===== src/rtl/rbp_pkg.sv =====
// Shared encodings for the RBP initiator: command codes, op kinds and FSM states.
package rbp_pkg;

    localparam logic [3:0] RBP_CMD_RSTADDR = 4'd0;
    localparam logic [3:0] RBP_CMD_READ    = 4'd1;
    localparam logic [3:0] RBP_CMD_POSL    = 4'd2;
    localparam logic [3:0] RBP_CMD_POSH    = 4'd3;
    localparam logic [3:0] RBP_CMD_FETCH   = 4'd4;
    localparam logic [3:0] RBP_CMD_START   = 4'd5;
    localparam logic [3:0] RBP_CMD_STOP    = 4'd6;
    localparam logic [3:0] RBP_CMD_TEST    = 4'd15;

    typedef enum logic [1:0] {
        OP_KIND_SINGLE = 2'd0,
        OP_KIND_GETPOS = 2'd1,
        OP_KIND_DUMP   = 2'd2,
        OP_KIND_RSVD   = 2'd3
    } op_kind_e;

    typedef enum logic [2:0] {
        ST_IDLE,
        ST_SETUP,
        ST_REQ,
        ST_CAP,
        ST_REL,
        ST_ABORT_RST,
        ST_ABORT_WAIT
    } state_e;

endpackage


===== src/rtl/rbp_sync.sv =====
// Multi-flop synchroniser bringing the responder's asynchronous ack into sys_clk.
module rbp_sync #(
    parameter int STAGES = 2
) (
    input  logic sys_clk,
    input  logic sys_rst,
    input  logic d,
    output logic q
);

    logic [STAGES-1:0] sync_q;
    logic [STAGES-1:0] sync_d;

    always_comb sync_d = {sync_q[STAGES-2:0], d};

    always_ff @(posedge sys_clk) begin
        if (sys_rst) sync_q <= '0;
        else         sync_q <= sync_d;
    end

    assign q = sync_q[STAGES-1];

endmodule


===== src/rtl/rbp_master.sv =====
// RBP link initiator: runs SINGLE, GETPOS and DUMP ops as sequences of four-phase
// req/ack transactions with an abort-and-reset path when the responder goes quiet.
//   state      | meaning
//   IDLE       | waiting for an op
//   SETUP      | rbp_cmd driven, settling before req
//   REQ        | rbp_req high, waiting for synchronised ack
//   CAP        | latch rbp_data, drop req
//   REL        | waiting for ack release, then next step or done
//   ABORT_RST  | pulse rbp_rst after a timeout
//   ABORT_WAIT | wait for responder to release ack
module rbp_master
    import rbp_pkg::*;
#(
    parameter int SETUP_CYCLES   = 2,
    parameter int SYNC_STAGES    = 2,
    parameter int TIMEOUT_CYCLES = 65535,
    parameter int RST_CYCLES     = 8
) (
    input  logic        sys_clk,
    input  logic        sys_rst,
    input  logic        op_valid,
    output logic        op_ready,
    input  logic [1:0]  op_kind,
    input  logic [3:0]  op_cmd,
    input  logic [15:0] op_count,
    output logic        word_valid,
    input  logic        word_ready,
    output logic [15:0] word_data,
    output logic        pos_valid,
    output logic [23:0] pos_data,
    output logic        op_done,
    output logic        op_timeout,
    output logic        busy,
    output logic        rbp_req,
    input  logic        rbp_ack,
    output logic        rbp_rst,
    output logic        rbp_dat,
    output logic [3:0]  rbp_cmd,
    input  logic [15:0] rbp_data
);

    localparam logic [15:0] SETUP_LOAD = 16'(SETUP_CYCLES - 1);
    localparam logic [15:0] TO_LOAD    = 16'(TIMEOUT_CYCLES);
    localparam logic [15:0] RST_LOAD   = 16'(RST_CYCLES - 1);

    state_e      state_q, state_d;
    op_kind_e    kind_q, kind_d;
    logic [15:0] cnt_q, cnt_d;
    logic [15:0] rem_q, rem_d;
    logic        first_q, first_d;
    logic [3:0]  rbp_cmd_q, rbp_cmd_d;
    logic        rbp_req_q, rbp_req_d;
    logic        rbp_rst_q, rbp_rst_d;
    logic        word_valid_q, word_valid_d;
    logic [15:0] word_data_q, word_data_d;
    logic        pos_valid_q, pos_valid_d;
    logic [23:0] pos_data_q, pos_data_d;
    logic        op_done_q, op_done_d;
    logic        op_timeout_q, op_timeout_d;
    logic        ack_s, accept, word_stall, last_step;

    rbp_sync #(.STAGES(SYNC_STAGES)) u_ack_sync (
        .sys_clk (sys_clk),
        .sys_rst (sys_rst),
        .d       (rbp_ack),
        .q       (ack_s)
    );

    assign op_ready   = (state_q == ST_IDLE) && !word_valid_q;
    assign accept     = op_valid && op_ready;
    assign word_stall = word_valid_q && !word_ready;

    always_ff @(posedge sys_clk) begin
        if (sys_rst) begin
            state_q      <= ST_IDLE;
            kind_q       <= OP_KIND_SINGLE;
            cnt_q        <= '0;
            rem_q        <= '0;
            first_q      <= 1'b0;
            rbp_cmd_q    <= '0;
            rbp_req_q    <= 1'b0;
            rbp_rst_q    <= 1'b0;
            word_valid_q <= 1'b0;
            word_data_q  <= '0;
            pos_valid_q  <= 1'b0;
            pos_data_q   <= '0;
            op_done_q    <= 1'b0;
            op_timeout_q <= 1'b0;
        end else begin
            state_q      <= state_d;
            kind_q       <= kind_d;
            cnt_q        <= cnt_d;
            rem_q        <= rem_d;
            first_q      <= first_d;
            rbp_cmd_q    <= rbp_cmd_d;
            rbp_req_q    <= rbp_req_d;
            rbp_rst_q    <= rbp_rst_d;
            word_valid_q <= word_valid_d;
            word_data_q  <= word_data_d;
            pos_valid_q  <= pos_valid_d;
            pos_data_q   <= pos_data_d;
            op_done_q    <= op_done_d;
            op_timeout_q <= op_timeout_d;
        end
    end

    always_comb begin
        state_d   = state_q;
        kind_d    = kind_q;
        cnt_d     = cnt_q;
        rem_d     = rem_q;
        first_d   = first_q;
        rbp_cmd_d = rbp_cmd_q;
        last_step = 1'b0;
        case (state_q)
            ST_IDLE: begin
                if (accept) begin
                    kind_d  = op_kind_e'(op_kind);
                    rem_d   = op_count;
                    first_d = 1'b1;
                    cnt_d   = SETUP_LOAD;
                    case (op_kind_e'(op_kind))
                        OP_KIND_SINGLE: begin state_d = ST_SETUP; rbp_cmd_d = op_cmd;          end
                        OP_KIND_GETPOS: begin state_d = ST_SETUP; rbp_cmd_d = RBP_CMD_POSL;    end
                        OP_KIND_DUMP:   begin state_d = ST_SETUP; rbp_cmd_d = RBP_CMD_RSTADDR; end
                        default:        state_d = ST_IDLE;
                    endcase
                end
            end
            ST_SETUP: begin
                if (cnt_q == 16'd0) begin
                    state_d = ST_REQ;
                    cnt_d   = TO_LOAD;
                end else begin
                    cnt_d = cnt_q - 16'd1;
                end
            end
            ST_REQ: begin
                if (ack_s) begin
                    state_d = ST_CAP;
                end else if (cnt_q == 16'd0) begin
                    state_d = ST_ABORT_RST;
                    cnt_d   = RST_LOAD;
                end else begin
                    cnt_d = cnt_q - 16'd1;
                end
            end
            ST_CAP: begin
                state_d = ST_REL;
                cnt_d   = TO_LOAD;
            end
            ST_REL: begin
                if (!ack_s) begin
                    case (kind_q)
                        OP_KIND_GETPOS: last_step = !first_q;
                        OP_KIND_DUMP:   last_step = first_q ? (rem_q == 16'd0) : (rem_q == 16'd1);
                        default:        last_step = 1'b1;
                    endcase
                    if (last_step) begin
                        state_d = ST_IDLE;
                    end else if (!word_stall) begin
                        // Next transaction only once the previous word has been taken.
                        state_d   = ST_SETUP;
                        cnt_d     = SETUP_LOAD;
                        first_d   = 1'b0;
                        rbp_cmd_d = (kind_q == OP_KIND_GETPOS) ? RBP_CMD_POSH : RBP_CMD_READ;
                        if (kind_q == OP_KIND_DUMP && !first_q) rem_d = rem_q - 16'd1;
                    end
                end else if (cnt_q == 16'd0) begin
                    state_d = ST_ABORT_RST;
                    cnt_d   = RST_LOAD;
                end else begin
                    cnt_d = cnt_q - 16'd1;
                end
            end
            ST_ABORT_RST: begin
                if (cnt_q == 16'd0) state_d = ST_ABORT_WAIT;
                else                cnt_d   = cnt_q - 16'd1;
            end
            ST_ABORT_WAIT: begin
                if (!ack_s) state_d = ST_IDLE;
            end
            default: state_d = ST_IDLE;
        endcase
    end

    always_comb begin
        rbp_req_d    = (state_d == ST_REQ);
        rbp_rst_d    = (state_d == ST_ABORT_RST);
        word_valid_d = word_valid_q && !word_ready;
        word_data_d  = word_data_q;
        pos_data_d   = pos_data_q;
        pos_valid_d  = 1'b0;
        op_done_d    = 1'b0;
        op_timeout_d = 1'b0;
        if (state_q == ST_CAP) begin
            case (kind_q)
                OP_KIND_GETPOS: begin
                    if (first_q) pos_data_d[15:0]  = rbp_data;
                    else         pos_data_d[23:16] = rbp_data[7:0];
                end
                OP_KIND_DUMP: begin
                    if (!first_q) begin
                        word_valid_d = 1'b1;
                        word_data_d  = rbp_data;
                    end
                end
                default: begin
                    word_valid_d = 1'b1;
                    word_data_d  = rbp_data;
                end
            endcase
        end
        if (state_q == ST_REL && last_step) begin
            op_done_d   = 1'b1;
            pos_valid_d = (kind_q == OP_KIND_GETPOS);
        end
        if (state_q == ST_IDLE && accept && op_kind_e'(op_kind) == OP_KIND_RSVD) op_done_d = 1'b1;
        if (state_d == ST_ABORT_RST && state_q != ST_ABORT_RST) word_valid_d = 1'b0;
        if (state_q == ST_ABORT_WAIT && state_d == ST_IDLE)     op_timeout_d = 1'b1;
    end

    assign rbp_req    = rbp_req_q;
    assign rbp_rst    = rbp_rst_q;
    assign rbp_dat    = 1'b0;
    assign rbp_cmd    = rbp_cmd_q;
    assign word_valid = word_valid_q;
    assign word_data  = word_data_q;
    assign pos_valid  = pos_valid_q;
    assign pos_data   = pos_data_q;
    assign op_done    = op_done_q;
    assign op_timeout = op_timeout_q;
    assign busy       = !op_ready;

endmodule


===== config.mk =====
export PLATFORM = sky130hd
export DESIGN_NAME = rbp_master
export DESIGN_NICKNAME = d
export VERILOG_FILES = /design/src/rtl/rbp_pkg.sv /design/src/rtl/rbp_sync.sv /design/src/rtl/rbp_master.sv
export SDC_FILE = /design/constraint.sdc
export NUM_CORES = 1
export LEC_CHECK = 0
export BUFFER_PORTS_ARGS = -buffer_cell sky130_fd_sc_hd__buf_2
export CAP_MARGIN = 20
export CORE_AREA = 2 2 105 107
export CTS_BUF_LIST = sky130_fd_sc_hd__clkbuf_4
export CTS_CLUSTER_SIZE = 25
export DETAILED_ROUTE_END_ITERATION = 12
export DIE_AREA = 0 0 107 109
export HOLD_SLACK_MARGIN = 0.05
export PLACE_DENSITY = 0.67
export SLEW_MARGIN = 30
export SYNTH_ARGS = -nofsm -noshare
export SYNTH_HDL_FRONTEND = slang
export SYNTH_SLANG_ARGS = --single-unit
export TNS_END_PERCENT = 100

===== constraint.sdc =====
create_clock -name sys_clk -period 3 [get_ports sys_clk]
set_clock_uncertainty 0.15 [all_clocks]
set_input_delay 0.6 -clock sys_clk [delete_from_list [all_inputs] [get_ports sys_clk]]
set_output_delay 0.6 -clock sys_clk [all_outputs]
set_load 0.01 [all_outputs]

==> results.py, run 1 <==
metrics = {
    "sta": {
        "fin_crit_sh_pct": 96.0,
        "worstMarginPinSlew_ns": 0.866,
        "final.setup.tns_ns": 0,
        "max_freq_mhz": 347,
        "finalMaxSlewViolations": 0,
        "hold_viol_final": 0,
        "slew-limit-headroom_pct": 42.3,
        "grt_setup_unrepaired": "no",
        "setup-violations-final": 0,
        "fin_crit_ns": 2.88,
        "setup_slack_ns": 0.120,
    },
    "placement": {
        "dp_worst_setup_slack_ns": 0.141,
        "gp_congestion": 0.886,
        "dpl.hpwl_mm": 9.24,
        "dp.cells": 835,
        "io_buffer_count": 94,
    },
    "synthesis": {
        "synth.avg_cell_area_um2": 7.68,
        "ys_warn_count": 0,
        "syn_nets": 662,
        "syn_area_um2": 4680,
        "synthCells": 609,
        "synthArstFlopShare_pct": 0,
        "synth_cell_types": 68,
        "synth-edff-count": 0,
        "yosys_register_bits": 90,
        "yosys_most_used_dff": "dfxtp_1",
        "ys_seq_area_share_pct": 38.5,
    },
    "global_routing": {
        "grt_pass1_wl_mm": 20.5,
        "antenna_found_initial": 0,
        "grt_pass1_vias": 4304,
        "grt_start_max_net_pins": 47,
        "track_usage_pct": 22.0,
        "overflow": 0,
    },
    "min_path": {
        "hold_end": "u_ack_sync.sync_q[0]$_SDFF_PP0_",
        "hp-start": "rbp_ack",
        "hold_depth": 2,
        "worstHoldPathType": "in -> reg",
    },
    "setup_path": {
        "worstPathCellList": "or4_4, or4_4, or2_4, a31oi_4, buf_4, o21ai_2, a21oi_2",
        "crit_required_ns": 3.24,
        "crit_fanout": 13,
        "crit_top_cell": "or4_4",
        "reg2reg_depth": 7,
        "path_class": "reg -> reg",
        "cp_slowest_cell": "or4_4",
        "reg2reg_to": "rem_q[11]$_SDFFE_PP0P_",
        "endpoint_kind": "register",
        "rrSetupSlack_ns": 0.12,
        "critical_path_arrival_ns": 3.12,
        "cp-start-kind": "register",
        "crit_path_max_incr_delay_ns": 0.58,
        "timing.rr.start": "rem_q[6]$_SDFFE_PP0P_",
    },
    "power": {
        "p_sw_share_pct": 45.3,
        "switching_power_mw": 2.03,
        "comb_power_share_pct": 51.1,
        "cellInternalPower_mw": 2.44,
        "p_total_mw": 4.47,
        "power_density_nw_per_um2": 812,
        "power.leakage_nw": 2.26,
        "ir_worst_vdd_uv": 415,
        "p_seq_share_pct": 35.0,
        "power_frac_clock_pct": 14.0,
    },
    "clocking": {
        "hold_buffers": 0,
        "clk_latency_ns": 0.47,
        "cts-htree-levels": 3,
        "cts_setup_buffers": 0,
        "clk_pin_slew_ns": 0.16,
        "cts_buffers": 9,
        "cts_root_buf": "clkbuf_4",
        "cts.sinks": 90,
        "cts_tree": "yes",
        "cts_max_path_buffers": 2,
    },
    "die": {
        "core_um2": 10600,
        "io_pins": 96,
        "die_h_um": 109,
        "rows": 38,
        "initial_core_util_pct": 44.1,
        "die_w_um": 107,
        "dieArea_um2": 11700,
    },
    "final_layout": {
        "area_growth_pct": 17.6,
        "nets": 759,
        "fill_cells": 1049,
        "final_cell_mix": "109 x nand2_1, 94 x buf_2, 90 x dfxtp_1",
        "final_common_cell": "nand2_1",
        "n_antenna_cell": 0,
        "fin_util_pct": 51.9,
        "drive_above_1_share_pct": 23.1,
        "instances_no_fill": 851,
    },
    "detailed_routing": {
        "met3WireLength_um": 733,
        "first_pass_iters": 5,
        "vias": 4776,
        "routedWlPerCell_um": 15.0,
        "ant_nets": 0,
        "via_per_inst": 5.61,
        "wl_mm": 12.7,
        "wl_met2_mm": 6.18,
        "top_layer_used": "met4",
        "drc": 0,
        "wl_met1_mm": 5.58,
        "dr.first_iter.drc_count": 295,
    },
    "flow_run": {
        "cap_violations": 0,
    },
    "outcome": {
        "outcome": "finished, final reports clean",
    },
}
[per-stage QoR]
stage          hold slack, ns  cell area, µm²
4_1_cts                 0.178            5490
3_5_place_dp            0.278            5370
2_1_floorplan           0.264            4680
6_report                0.212            5500
5_1_grt                 0.180            5500
3_3_place_gp            0.268            5370
[critical path, delay by kind of cell, from the launching register on]
kind	cells	cell delay, ns
simple gates	3	1.42
compound gates	3	0.61
buf+inv	1	0.23
flops	1	0.40
[metal layers]
metal | GRT usage, % | up-vias
met2 | 35.4 | 159
li1 | - | 2357
met3 | 3.65 | 24
met1 | 28.9 | 2236
met5 | 0 | -
met4 | 10.3 | 0
[repair_timing]
item / CTS / global route
hold endpoints to repair: 0 / 0
gates resized for setup: 0 / 1
endpoints found under the setup margin: 0 / 2
[synthesized netlist by cell type (6+ instances only)]
master	count	area (µm²)
nor2b_1	8	50.1
o31ai_1	8	60.1
o21ai_1	6	30.0
mux2i_1	12	120
nand2b_1	12	75.1
clkbuf_1	28	105
dfxtp_1	90	1800
nand2_1	109	409
nor3_1	19	95.1
nor2_1	58	218
nand3_1	10	50.1
a21oi_1	73	365
a21oi_2	7	61.3
nor4_1	10	62.6
inv_1	21	78.8
o21ai_0	22	110
ha_1	10	125
[state kept, by name, indices dropped and copies added (netlist names)]
name	count
cnt_q	16
first_q	1
kind_q	2
op_done	1
op_timeout	1
pos_data	24
pos_valid	1
rbp_cmd	4
rbp_req	1
rbp_rst	1
rem_q	16
state_q	3
u_ack_sync.sync_q	2
word_data	16
word_valid	1
[power by group through the flow]
stage / clock, mW / sequential [mW] / combinational, mW
floorplan: 0 / 1.52 / 1.68
global placement: 0 / 1.57 / 2.21
detailed placement: 0 / 1.58 / 2.25
CTS: 0.650 / 1.56 / 2.26
global route: 0.701 / 1.59 / 2.53
finish: 0.624 / 1.56 / 2.28
[cells by family (layout without fill, tap and decap cells)]
kind of cell	count (synthesis)	after routing	synth area share, %
other cells	1	1	0.0801
mux	12	12	2.57
buf+inv	55	157	4.97
xor+xnor	3	3	0.562
compound gates	179	179	25.0
simple gates	259	259	25.6
fa+ha+maj	10	10	2.67
flops	90	90	38.5
[how the worst max path moves through the flow]
stage,start,end,slack (ns)
detailed placement,word_ready,cnt_q[15]$_SDFFE_PP0P_,0.14
CTS,rem_q[6]$_SDFFE_PP0P_,rem_q[15]$_SDFFE_PP0P_,0.11
finish,rem_q[6]$_SDFFE_PP0P_,rem_q[11]$_SDFFE_PP0P_,0.12
global route,rem_q[6]$_SDFFE_PP0P_,rem_q[11]$_SDFFE_PP0P_,0.007
floorplan,kind_q[0]$_SDFFE_PP0P_,rem_q[14]$_SDFFE_PP0P_,0.40
global placement,rem_q[6]$_SDFFE_PP0P_,rem_q[11]$_SDFFE_PP0P_,0.23
[layout make-up]
class | instances | area (µm²) | area share (%)
clock buffer | 9 | 67.6 | 1.23
tap | 140 | 175 | 3.18
inverter | 22 | 82.6 | 1.50
timing repair buffer | 119 | 658 | 12.0
sequential | 90 | 1800 | 32.7
multi-input combinational | 464 | 2670 | 48.4
clock inverter | 7 | 52.6 | 0.955
No activity file was read; power rests on OpenSTA's default activity.
==> run 2: changes to the inputs <==
--- a/config.mk
+++ b/config.mk
@@ -7,15 +7,16 @@
 export LEC_CHECK = 0
 export BUFFER_PORTS_ARGS = -buffer_cell sky130_fd_sc_hd__buf_2
 export CAP_MARGIN = 20
-export CORE_AREA = 2 2 105 107
+export CORE_AREA = 2 2 104 106
 export CTS_BUF_LIST = sky130_fd_sc_hd__clkbuf_4
 export CTS_CLUSTER_SIZE = 25
 export DETAILED_ROUTE_END_ITERATION = 12
-export DIE_AREA = 0 0 107 109
+export DIE_AREA = 0 0 106 108
 export HOLD_SLACK_MARGIN = 0.05
 export PLACE_DENSITY = 0.67
 export SLEW_MARGIN = 30
 export SYNTH_ARGS = -nofsm -noshare
 export SYNTH_HDL_FRONTEND = slang
+export SYNTH_HIERARCHICAL = 1
 export SYNTH_SLANG_ARGS = --single-unit
 export TNS_END_PERCENT = 100
==> results.py, run 2 <==
metrics = {
    "clocking": {
        "clk_pin_slew_ns": 0.14,
        "cts_max_path_buffers": 2,
        "hold_buffers": 0,
        "post_cts_resized": 0,
        "cts_root_buf": "clkbuf_4",
        "cts_buffers": 9,
        "clk_latency_ns": 0.45,
        "cts-htree-levels": 3,
        "cts_setup_buffers": 0,
        "cts_tree": "yes",
        "cts.sinks": 90,
    },
    "power": {
        "cellInternalPower_mw": 2.43,
        "p_sw_share_pct": 45.8,
        "comb_power_share_pct": 49.5,
        "power_density_nw_per_um2": 847,
        "power.leakage_nw": 2.19,
        "p_seq_share_pct": 34.5,
        "power_frac_clock_pct": 15.9,
        "switching_power_mw": 2.06,
        "ir_worst_vdd_uv": 406,
    },
    "global_routing": {
        "antenna_found_initial": 0,
        "track_usage_pct": 21.0,
        "grt_pass1_wl_mm": 19.7,
        "overflow": 0,
        "grt_pass1_vias": 4186,
        "grt_start_max_net_pins": 42,
    },
    "setup_path": {
        "cp-start-kind": "register",
        "crit_fanout": 12,
        "reg2reg_depth": 7,
        "crit_required_ns": 3.21,
        "timing.rr.start": "rem_q[4]$_SDFFE_PP0P_",
        "path_class": "reg -> reg",
        "endpoint_kind": "register",
        "rrSetupSlack_ns": 0.31,
        "reg2reg_to": "rem_q[2]$_SDFFE_PP0P_",
        "critical_path_arrival_ns": 2.90,
    },
    "die": {
        "io_pins": 96,
        "core_um2": 10200,
        "dieArea_um2": 11400,
        "die_h_um": 108,
        "die_w_um": 106,
        "initial_core_util_pct": 44.3,
        "rows": 37,
    },
    "placement": {
        "placed_area_um2": 5150,
        "gp_congestion": 0.897,
        "io_buffer_count": 94,
        "dpl.hpwl_mm": 8.84,
    },
    "synthesis": {
        "yosysMostFrequentCell": "nand2_1",
        "synth_xor_area_share_pct": 0.193,
        "synthMuxAreaShare_pct": 2.46,
        "yosysTopAreaCell": "dfxtp_1",
        "synth_top_family_by_area": "simple AND/OR/NAND/NOR gates",
        "synth.avg_cell_area_um2": 7.66,
        "yosys_register_bits": 90,
        "ys_warn_count": 6,
        "syn_nets": 645,
        "synth-edff-count": 0,
        "synthCells": 592,
        "yosys_most_used_dff": "dfxtp_1",
        "synth_fa_ha_area_share_pct": 2.76,
        "synth_compound_area_share_pct": 23.6,
        "synth.area.top_cells": "dfxtp_1 40%, nand2_1 9.4%, a21oi_1 7.8%, nor2_1 3.8%, o21ai_0 3.4%",
        "synth_cell_types": 61,
        "ys_top_cells_by_count": "113 x nand2_1, 90 x dfxtp_1, 71 x a21oi_1, 46 x nor2_1, 31 x o21ai_0",
        "ys_seq_area_share_pct": 39.7,
        "synthArstFlopShare_pct": 0,
        "yosys.area_share.simple_pct": 25.8,
        "syn_area_um2": 4530,
        "synth_top_area_share_pct": 39.7,
    },
    "sta": {
        "hold_viol_final": 0,
        "setup-violations-final": 0,
        "finalMaxSlewViolations": 0,
        "max_freq_mhz": 371,
        "fin_crit_sh_pct": 89.8,
        "grt_setup_unrepaired": "no",
        "worstMarginPinSlew_ns": 0.675,
        "final.setup.tns_ns": 0,
        "slew-limit-headroom_pct": 54.9,
        "fin_crit_ns": 2.69,
    },
    "min_path": {
        "hold_end": "u_ack_sync/sync_q[0]$_SDFF_PP0_",
        "hp-start": "rbp_ack",
        "hold_depth": 2,
        "worstHoldPathType": "in -> reg",
    },
    "final_layout": {
        "final_common_cell": "nand2_1",
        "design_area_um2": 5300,
        "drive_above_1_share_pct": 20.2,
        "multi_input_area_um2": 2490,
        "fill_cells": 1014,
        "n_antenna_cell": 0,
        "area_growth_pct": 16.9,
        "largest_reg_flops": 24,
        "nets": 731,
        "seqCellArea_um2": 1800,
        "final_cell_mix": "113 x nand2_1, 94 x buf_2, 90 x dfxtp_1",
    },
    "detailed_routing": {
        "first_pass_iters": 6,
        "via_per_inst": 5.64,
        "ant_nets": 0,
        "routedWlPerCell_um": 14.7,
        "dr.first_iter.drc_count": 222,
        "wl_mm": 12.1,
        "vias": 4623,
        "drc": 0,
    },
    "flow_run": {
        "cap_violations": 0,
    },
    "outcome": {
        "outcome": "finished, final reports clean",
    },
}
run 2: cell count changes after synthesis, moves of 8 or more:
cell,change
nor3_1,-8
o21ai_0,+9
nor2_1,-12
nand3_1,+10
o221ai_1,+10
nand4_1,+9
run 2: per-stage QoR:
stage | hold slack [ns] | std cells | worst slack (ns) | utilization [%] | total power, mW
4_1_cts | 0.211 | 819 | 0.316 | 51.8 | 4.47
3_5_place_dp | 0.293 | 803 | 0.336 | 50.3 | 3.75
5_1_grt | 0.205 | 819 | 0.0769 | 51.8 | 4.84
6_report | 0.212 | 819 | 0.307 | 51.8 | 4.49
2_1_floorplan | 0.264 | 592 | 0.683 | - | 3.15
3_3_place_gp | 0.290 | 803 | 0.418 | 50.3 | 3.71
run 2: kinds of logic after synthesis:
group / after synthesis
buf+inv: 60
flops: 90
fa+ha+maj: 10
xor+xnor: 1
other cells: 1
compound gates: 168
mux: 11
simple gates: 251
run 2: how the worst max path moves through the flow:
stage	slack, ns	cells past startpoint	startpoint	to
after floorplan	0.68	9	cnt_q[0]$_SDFFE_PP0P_	cnt_q[10]$_SDFFE_PP0P_
after global placement	0.42	7	rem_q[4]$_SDFFE_PP0P_	rem_q[2]$_SDFFE_PP0P_
after detailed placement	0.34	7	rem_q[4]$_SDFFE_PP0P_	rem_q[3]$_SDFFE_PP0P_
after CTS	0.32	7	rem_q[4]$_SDFFE_PP0P_	rem_q[2]$_SDFFE_PP0P_
after global routing	0.08	7	rem_q[4]$_SDFFE_PP0P_	rem_q[3]$_SDFFE_PP0P_
final	0.31	7	rem_q[4]$_SDFFE_PP0P_	rem_q[2]$_SDFFE_PP0P_
run 2: layer usage:
metal  vias up  routed length, µm  track usage [%]
met4         0                183             5.83
met1      2145               5350             28.6
met2       186               5620             33.6
met3        19                913             4.70
li1       2273                  -                -
met5         -                  0                0
run 2: critical path: stages, from the launching register on:
cell and delay [ns]:
dfxtp_1 0.39, nor4_2 0.53, nand3_1 0.31, o211ai_4 0.31, o21a_1 0.36, buf_4 0.25
nor3_1 0.07, a31o_2 0.22
run 2: cell type report:
type                       count  area share [%]
clock inverter                 6            1.39
sequential                    90            34.0
timing repair buffer         110            11.1
multi-input combinational    442            47.1
inverter                      25            1.77
tap                          136            3.21
clock buffer                  10            1.42
run 2: power by group through the flow:
stage               registers (mW)  logic (mW)  clock network [mW]
finish                        1.55        2.22               0.715
global route                  1.58        2.47               0.792
CTS                           1.55        2.19               0.735
detailed placement            1.57        2.18                   0
global placement              1.56        2.15                   0
floorplan                     1.52        1.63                   0
==> run 3: changes to the inputs <==
--- a/config.mk
+++ b/config.mk
@@ -14,6 +14,7 @@
 export DIE_AREA = 0 0 106 108
 export HOLD_SLACK_MARGIN = 0.05
 export PLACE_DENSITY = 0.67
+export RECOVER_POWER = 100
 export SLEW_MARGIN = 30
 export SYNTH_ARGS = -nofsm -noshare
 export SYNTH_HDL_FRONTEND = slang
==> constraint.sdc (replaced) <==
create_clock -name sys_clk -period 3 [get_ports sys_clk]
set_clock_uncertainty 0.15 [all_clocks]
set_input_delay 0 -clock sys_clk [delete_from_list [all_inputs] [get_ports sys_clk]]
set_output_delay 0 -clock sys_clk [all_outputs]
set_load 0.01 [all_outputs]
==> results.py, run 3 (synthesis gave the netlist of run 2 again) <==
metrics = {
    "setup_path": {
        "rrSetupSlack_ns": 0.21,
        "crit_fanout": 10,
        "critical_path_arrival_ns": 3.05,
        "crit_required_ns": 3.26,
        "crit_path_max_incr_delay_ns": 0.62,
        "path_class": "reg -> reg",
        "cp_slowest_cell": "or4b_4",
        "endpoint_kind": "register",
        "worstPathCellList": "or4b_4, nor3_4, o211ai_4, a21oi_2, nand3_1, dlygate4sd3_1, a21oi_1",
        "cp-start-kind": "register",
    },
    "placement": {
        "placed_area_um2": 5170,
        "io_buffer_count": 94,
        "dpl.hpwl_mm": 8.80,
        "gp_congestion": 0.867,
    },
    "global_routing": {
        "antenna_found_initial": 0,
        "overflow": 0,
        "track_usage_pct": 23.1,
        "grt_pass1_vias": 4622,
        "grt_pass1_wl_mm": 21.8,
        "grt_start_max_net_pins": 49,
    },
    "detailed_routing": {
        "drc": 0,
        "via_per_inst": 5.55,
        "first_pass_iters": 5,
        "wl_mm": 12.8,
        "routedWlPerCell_um": 14.7,
        "vias": 4825,
        "dr.first_iter.drc_count": 291,
        "ant_nets": 0,
    },
    "clocking": {
        "cts.sinks": 90,
        "clk_pin_slew_ns": 0.17,
        "cts_setup_buffers": 0,
        "cts_buffers": 9,
        "cts_root_buf": "clkbuf_4",
        "hold_buffers": 48,
        "cts-htree-levels": 3,
        "post_cts_resized": 0,
        "cts_tree": "yes",
        "cts_max_path_buffers": 2,
        "clk_latency_ns": 0.47,
    },
    "outcome": {
        "outcome": "finished, final reports clean",
    },
    "sta": {
        "grt_setup_unrepaired": "no",
        "fin_crit_ns": 2.79,
        "worstMarginPinSlew_ns": 1.19,
        "finalMaxSlewViolations": 0,
        "final.setup.tns_ns": 0,
        "fin_crit_sh_pct": 93.0,
        "hold_viol_final": 0,
        "max_freq_mhz": 358,
        "setup-violations-final": 0,
        "slew-limit-headroom_pct": 20.8,
    },
    "die": {
        "die_h_um": 108,
        "core_um2": 10200,
        "die_w_um": 106,
        "rows": 37,
        "initial_core_util_pct": 44.3,
        "dieArea_um2": 11400,
        "io_pins": 96,
    },
    "final_layout": {
        "final_cell_mix": "113 x nand2_1, 90 x dfxtp_1, 71 x a21oi_1",
        "largest_reg_flops": 24,
        "area_growth_pct": 26.4,
        "nets": 782,
        "drive_above_1_share_pct": 11.4,
        "design_area_um2": 5730,
        "n_antenna_cell": 0,
        "final_common_cell": "nand2_1",
        "fill_cells": 980,
    },
    "power": {
        "ir_worst_vdd_uv": 413,
        "power_density_nw_per_um2": 812,
        "power.leakage_nw": 2.18,
        "p_total_mw": 4.66,
    },
    "flow_run": {
        "cap_violations": 0,
    },
    "min_path": {
        "worstHoldPathType": "in -> reg",
    },
}
==> run 3: changes by cell type in the layout (fill, tap and decap cells not counted), sizes merged <==
| cell | change |
|---|---|
| buf | -55 |
| dlygate4sd3 | +48 |
| clkinvlp | -2 |
| bufinv | +1 |
| clkbuf | +58 |
| clkinv | +2 |
| inv | -1 |
==> run 3: cell type report <==
type	instances	area, µm²	area share (%)
Clock buffer	10	75.1	1.31
Clock inverter	6	97.6	1.70
Inverter	25	93.8	1.64
Multi-Input combinational cell	442	2490	43.4
Sequential cell	90	1800	31.4
Tap cell	136	170	2.97
Timing Repair Buffer	161	1010	17.6
==> run 3: stage by stage <==
step           instances  worst slack (ns)  hold slack, ns  util, %
4_1_cts              870             0.233           0.147     56.9
3_3_place_gp         806             0.534          0.0857     50.6
2_1_floorplan        592             0.683         -0.0784        -
6_report             870             0.209           0.159     56.0
5_1_grt              870            0.0359           0.146     56.0
3_5_place_dp         806             0.446          0.0939     50.6
==> run 3: critical path: cells and delay by family (launching register included) <==
kind | cells | cell delay [ns]
AO/OA/AOI/OAI | 3 | 0.61
AND/OR/NAND/NOR | 3 | 0.96
buffers and inverters | 1 | 0.57
flip-flops | 1 | 0.44
==> run 3: worst paths after layout <==
kind | from | end | cells past startpoint
max | u_ack_sync/sync_q[1]$_SDFF_PP0_ | rbp_cmd[2]$_SDFFE_PP0P_ | 7
min | rbp_data[14] | word_data[14]$_SDFFE_PP0P_ | 4
max reg2reg | u_ack_sync/sync_q[1]$_SDFF_PP0_ | rbp_cmd[2]$_SDFFE_PP0P_ | 7
min reg2reg | u_ack_sync/sync_q[0]$_SDFF_PP0_ | u_ack_sync/sync_q[1]$_SDFF_PP0_ | 1
==> run 3: per-layer routing <==
layer  global-route usage, %  part of all wire, %
met5                       0                    0
met4                    6.39                  1.1
met1                    30.9                   44
met2                    37.5                   48
met3                    5.61                  6.6
==> run 3: power breakdown <==
| part | switching, mW | internal [mW] |
|---|---|---|
| Sequential | 0.152 | 1.36 |
| Combinational | 1.49 | 0.828 |
| Clock | 0.464 | 0.359 |
